File: src/rtl/exception_reporter.sv
// Captures the first reportable eBPF core exception of a run, freezes the core and holds the cause until the host acks.
// Optional feature: define EXC_DROP_COUNT_EN to count exceptions that arrive after capture (saturating drop_cnt).
module exception_reporter #(
  parameter int PC_W  = 16,
  parameter int CNT_W = 8
) (
  input  logic             clk,
  input  logic             rst,
  input  logic             start,
  input  logic             ack,
  input  logic             exc_valid,
  input  logic [2:0]       exc_class,
  input  logic [1:0]       exc_desc,
  input  logic [PC_W-1:0]  exc_pc,
  output logic             running,
  output logic             halt,
  output logic             irq,
  output logic             done,
  output logic             fault,
  output logic             bad_code,
  output logic [2:0]       cause_class,
  output logic [1:0]       cause_desc,
  output logic [PC_W-1:0]  cause_pc,
  output logic [CNT_W-1:0] drop_cnt
);

  typedef enum logic [1:0] {
    IDLE  = 2'd0,
    RUN   = 2'd1,
    DONE  = 2'd2,
    FAULT = 2'd3
  } state_t;

  localparam logic [2:0] CLASS_CTRL = 3'b011;
  localparam logic [1:0] DESC_EXIT  = 2'b11;

  state_t state, next_state;
  logic   reportable, is_exit, is_unassigned, capture, clear, ended;
  logic   running_d, halt_d, irq_d, done_d, fault_d;

  assign reportable    = exc_valid && (exc_class != 3'b000) && (exc_desc != 2'b00);
  assign is_exit       = (exc_class == CLASS_CTRL) && (exc_desc == DESC_EXIT);
  assign is_unassigned = (exc_class == 3'b100) || (exc_class == 3'b111);
  assign capture       = (state == RUN) && reportable;
  assign clear         = (state == IDLE) && start;
  assign ended         = (state == DONE) || (state == FAULT);

  // State register; status outputs are registered from the next state so they
  // change on the same edge as the state itself.
  // NOTE: sequential logic uses non-blocking assignments so every flop samples pre-edge values.
  always_ff @(posedge clk or posedge rst) begin
    if (rst) begin
      state   <= IDLE;
      running <= 1'b0;
      halt    <= 1'b1;
      irq     <= 1'b0;
      done    <= 1'b0;
      fault   <= 1'b0;
    end else begin
      state   <= next_state;
      running <= running_d;
      halt    <= halt_d;
      irq     <= irq_d;
      done    <= done_d;
      fault   <= fault_d;
    end
  end

  // NOTE: every combinational output gets a default first so no latch is inferred.
  always_comb begin
    next_state = state;
    unique case (state)
      IDLE:    if (start) next_state = RUN;
      RUN:     if (reportable) next_state = is_exit ? DONE : FAULT;
      DONE,
      FAULT:   if (ack) next_state = IDLE;
      default: next_state = IDLE;
    endcase
  end

  always_comb begin
    running_d = (next_state == RUN);
    halt_d    = !running_d;
    done_d    = (next_state == DONE);
    fault_d   = (next_state == FAULT);
    irq_d     = done_d || fault_d;
  end

  // Cause registers: cleared when a run starts, written only on the capturing edge.
  always_ff @(posedge clk or posedge rst) begin
    if (rst) begin
      cause_class <= 3'b000;
      cause_desc  <= 2'b00;
      cause_pc    <= '0;
      bad_code    <= 1'b0;
    end else if (clear) begin
      cause_class <= 3'b000;
      cause_desc  <= 2'b00;
      cause_pc    <= '0;
      bad_code    <= 1'b0;
    end else if (capture) begin
      cause_class <= exc_class;
      cause_desc  <= exc_desc;
      cause_pc    <= exc_pc;
      bad_code    <= is_unassigned;
    end
  end

`ifdef EXC_DROP_COUNT_EN
  // Counts late exceptions even on the ack edge; the value is discarded at the next start.
  always_ff @(posedge clk or posedge rst) begin
    if (rst) begin
      drop_cnt <= '0;
    end else if (clear) begin
      drop_cnt <= '0;
    end else if (ended && reportable && (drop_cnt != {CNT_W{1'b1}})) begin
      drop_cnt <= drop_cnt + 1'b1;
    end
  end
`else
  assign drop_cnt = '0;
`endif

endmodule
File: config.mk
export PLATFORM = sky130hd
export DESIGN_NAME = exception_reporter
export DESIGN_NICKNAME = d
export VERILOG_FILES = /design/src/rtl/exception_reporter.sv
export SDC_FILE = /design/constraint.sdc
export NUM_CORES = 1
export LEC_CHECK = 0
export CAP_MARGIN = 20
export CORE_MARGIN = 3
export CORE_UTILIZATION = 38
export DETAILED_ROUTE_END_ITERATION = 6
export PLACE_DENSITY = 0.78
export SLEW_MARGIN = 20
export SYNTH_ARGS = -nofsm -noshare
export SYNTH_HDL_FRONTEND = slang
export SYNTH_SLANG_ARGS = --single-unit
File: constraint.sdc
create_clock -name clk -period 1.7 [get_ports clk]
set_input_delay 0.255 -clock clk [delete_from_list [all_inputs] [get_ports clk]]
set_output_delay 0.255 -clock clk [all_outputs]
set_load 0.05 [all_outputs]
; Word level (Yosys, flattened, before mapping)
; Cells that the tools add are included.
[op_classes]
eq_ne = 10
mux = 13
n_reduce_logical = 13
[ops]
columns = operator, n
row1 = $mux W16, 2
row2 = $eq A2 B2 Y1 const B, 5
row3 = $mux W2, 5
row4 = $eq A3 B3 Y1 const B, 2
row5 = $mux W3, 2
row6 = $pmux W2 S3, 1
row7 = $logic_and A1 B1 Y1, 5
row8 = $eq A2 B1 Y1 const B, 2
row9 = $reduce_bool A2 Y1, 2
row10 = $eq A3 B2 Y1 const B, 1
row11 = $mux W1, 3
row12 = $reduce_bool A3 Y1, 1
row13 = $logic_not A2 Y1, 1
row14 = $logic_or A1 B1 Y1, 2
row15 = $reduce_or A2 Y1, 1
row16 = $logic_not A1 Y1, 1
[word_totals]
out_inout_bits = 35
register_bits = 29
in_bits = 26
word_cells = 46

; Depth between registers and ports, before layout
[logic_depth]
word_depth = 7
depth_mapped = 5
mapped_depth_nobuf = 3

; Worst setup path after synthesis
; No wires, ideal clock.
[synth_timing]
path_type = reg2reg
from = reg, netlist name irq
to = reg cause_class[0]
setup_time_ps = 121
synth_period_minus_slack_ps = 1570
path_stages_with_launch = 5
arrival_ps = 1449
n_path_buf = 1
setup_slack_ps = 130
t_required_ps = 1579
path_cell_list = dfrtp_1 > o21bai_1 > a211o_1 > buf_6 > a22o_1
[synth_rtl]
columns = item, line
row1 = end signal: assignment, 102  ; cause_class <= exc_class;
row2 = end: declaration, 21  ; output logic [2:0] cause_class,

; Worst setup path after layout
[layout_timing]
from = reg state[0]
to = reg cause_pc[0]
[layout_between]
elab_chain_cells = 3
elab_cells_between_ends = 6
classes_between = eq/ne: 1 / mux: 1 / reduce/logical: 4
[layout_lines]
columns = item, line
row1 = start: declaration, 37  ; state_t state, next_state;
row2 = start signal: assignment, 60  ; state <= next_state;
row3 = $eq A2 B1 Y1 / $logic_not A2 Y1 (equally long branches), "44, 45"
row4 = "$logic_and A1 B1 Y1, on equally long branches", "44, 45"
row5 = $reduce_bool A2 Y1 (no line) / $mux W16 (equally long branches), --
row6 = end signal: assignment, 104  ; cause_pc <= exc_pc;
row7 = end: declaration, 23  ; output logic [PC_W-1:0] cause_pc,
; Parallel ways exist; a longest one is shown, timed or not.
; A chain may end at the register's enable or synchronous reset.

==> flow_summary.json <==
{
  "cts-resized-gates": 0,
  "cts-buffers-inserted": 3,
  "critPathRequiredTime_ns": 1.93,
  "dp_hpwl_mm": 2.014,
  "finalWirelength_mm": 2.635,
  "rows": 19,
  "cp_num_buf_inv": 1,
  "synth_edf_count": 0,
  "end_kind": "register",
  "initial_utilization_pct": 41.01,
  "path_clk_slew_ns": 0.15,
  "first_global_vias": 884,
  "synth.most_common_cell": "dfrtp_1",
  "layout.cells.non_filler": 179,
  "slowest_delay_ns": 0.51,
  "syn-cell-area_um2": 1170,
  "rr_worst_depth": 4,
  "rrSetupSlack_ns": 0.22,
  "clock_sinks": 28,
  "overflow": 0,
  "synth.top_cells.by_count": "27 x dfrtp_1, 20 x a22o_1, 10 x buf_4",
  "port_buffers": 52,
  "cp_slowest_cell": "dfrtp_1",
  "track_usage_pct": 14.34,
  "ys.flop_type": "dfrtp_1",
  "skew_ns": 0.01078,
  "drv_cap": 0,
  "crit_arrival_ns": 1.71,
  "yosysWarnings": 0,
  "tritoncts": "yes",
  "place_area_um2": 1662,
  "h-tree-depth": 1,
  "postCtsHoldBufs": 0,
  "num_io_pins": 61,
  "synthCells": 87,
  "worstPathCellList": "nor4b_1 -> a211o_1 -> buf_4 -> a22o_2",
  "grt_pass1_wl_mm": 3.939,
  "maxSlewViolCount": 0,
  "placedCellCount": 175,
  "antenna_found_initial": 0,
  "period_share_pct": 86.94,
  "chipHeight_um": 61.49,
  "globalplace.congestion": 0.7108,
  "grt_max_degree": 29,
  "crit_fanout": 11,
  "wl_per_cell_um": 14.72,
  "cts_setup_buffers": 0,
  "syn2layout_area_growth_pct": 46.52,
  "synth-seq-cells": 28,
  "die_w_um": 61.49,
  "drtPass1Iterations": 4,
  "synth_cell_types": 27,
  "layout.nets": 175,
  "hold_path.class": "in -> async",
  "fp.dieArea_um2": 3780,
  "final_util_pct": 60.09,
  "dp_slack_ns": -0.05312,
  "r2r-end": "cause_pc[0]",
  "p_leak_uw": 0.0008577,
  "final_layout_size_suffix_gt1_share_pct": 31.08,
  "routed_via_density": 5.073,
  "fin_setup_tns_ns": 0,
  "fmax_mhz": 676.6,
  "worstSetupPathType": "reg -> reg",
  "clk_path_buf_depth": 2,
  "ys_seq_area_share_pct": 60.00,
  "clock_tree.root_cell": "clkbuf_4",
  "core_um2": 2853,
  "yosysTopAreaCellShare_pct": 57.75,
  "status": "finished clean",
  "worst_setup_path_start_kind": "register",
  "diodes": 0,
  "synthArstFlopShare_pct": 100.0,
  "setup_viol": 0,
  "ant_nets": 0,
  "multi_input_area_um2": 381.6,
  "ff_latch_area_um2": 701.9,
  "detailroute.via_count": 908,
  "clk_latency_ns": 0.33,
  "yosysTopAreaCell": "dfrtp_1",
  "hold_viol": 0,
  "crit_family": "flip-flops",
  "n_fill_cell": 245,
  "syn_avg_cell_area_um2": 13.45,
  "layout_min_cycle_time_ns": 1.478,
  "grt_setup_unrepaired": "no",
  "drc": 0,
  "power.density_nw_per_um2": 2147,
  "irDropWorstVdd_v": 0.001149,
  "fin_area_um2": 1714,
  "drtIter0Drc": 35,
  "reg2reg_from": "state[0]",
  "synth_area_leaders": "dfrtp_1 58%, a22o_1 15%, buf_4 6.4%, buf_6 2.9%, dfstp_2 2.2%",
  "fin_ws_ns": 0.2220
}
## cells in the final DEF (no fill, tap or decap), types with 2 or more instances in the layout
| cell type | n |
|---|---|
| clkbuf_4 | 3 |
| nor2b_1 | 2 |
| conb_1 | 8 |
| buf_4 | 38 |
| a32o_1 | 2 |
| a21oi_1 | 2 |
| a22o_1 | 20 |
| dfrtp_1 | 27 |
| clkdlybuf4s50_1 | 25 |
| nand2b_1 | 2 |
## state kept, by name, indices dropped and copies added, names as in the netlist
register     cells
done             1
bad_code         1
cause_desc       2
fault            1
halt             1
state            1
irq              1
cause_class      3
cause_pc        16
running          1
## cells by family (layout without fill, tap and decap cells)
| family | after synthesis | in the layout | synth area share, % |
|---|---|---|---|
| AOI/OAI and AO/OA | 31 | 31 | 22.25 |
| buffers and inverters | 14 | 68 | 9.625 |
| xor gates and xnor gates | 1 | 1 | 0.7488 |
| and+or+nand+nor | 12 | 12 | 7.058 |
| other | 1 | 8 | 0.3205 |
| DFF | 28 | 28 | 60.00 |
## layer usage
metal / vias to the layer above / GRT usage, % / part of all wire [%] / wire [um]
met5: - / 0 / 0 / 0
met2: 37 / 22.57 / 48 / 1255
met1: 436 / 18.01 / 42 / 1112
met3: 4 / 5.870 / 8.9 / 235
li1: 431 / - / - / -
met4: 0 / 4.545 / 1.2 / 32
## tightest hold or removal path, delay by kind of cell
kind,cells,cell delay (ns)
buffers and inverters,3,0.75
## metrics by stage
step,hold WS [ns],total power (uW)
2_1_floorplan,0.3197,2664
3_3_place_gp,0.4809,3241
3_5_place_dp,0.4830,3262
4_1_cts,0.2601,3694
5_1_grt,0.2819,3841
6_report,0.2525,3680
## where the power goes
group	total, uW	leakage (uW)	switching (uW)	internal (uW)
combinational	2090	0.000464	1390	702
sequential	1160	0.000366	201	955
clock	430	0.0000279	192	239
total	3680	0.000858	1780	1900
## worst max-delay path by stage
stage	end	start	depth (start not counted)	slack (ns)
after CTS	cause_pc[0]	state[0]	4	0.23
after floorplan	cause_class[0]	irq	4	0.13
after global placement	cause_pc[0]	exc_class[2]	5	0.02
final	cause_pc[0]	state[0]	4	0.22
after global routing	cause_pc[11]	state[0]	4	0.15
after detailed placement	cause_pc[0]	exc_class[2]	5	-0.05
## final cells by class
type	instances	share of cell area [%]
Inverter	1	0.2190
Multi-Input combinational cell	52	22.26
Clock buffer	3	1.314
Sequential cell	28	40.95
Tap cell	31	2.263
Timing Repair Buffer	63	31.24
Clock inverter	1	1.752
(Power assumes the default switching activity.)
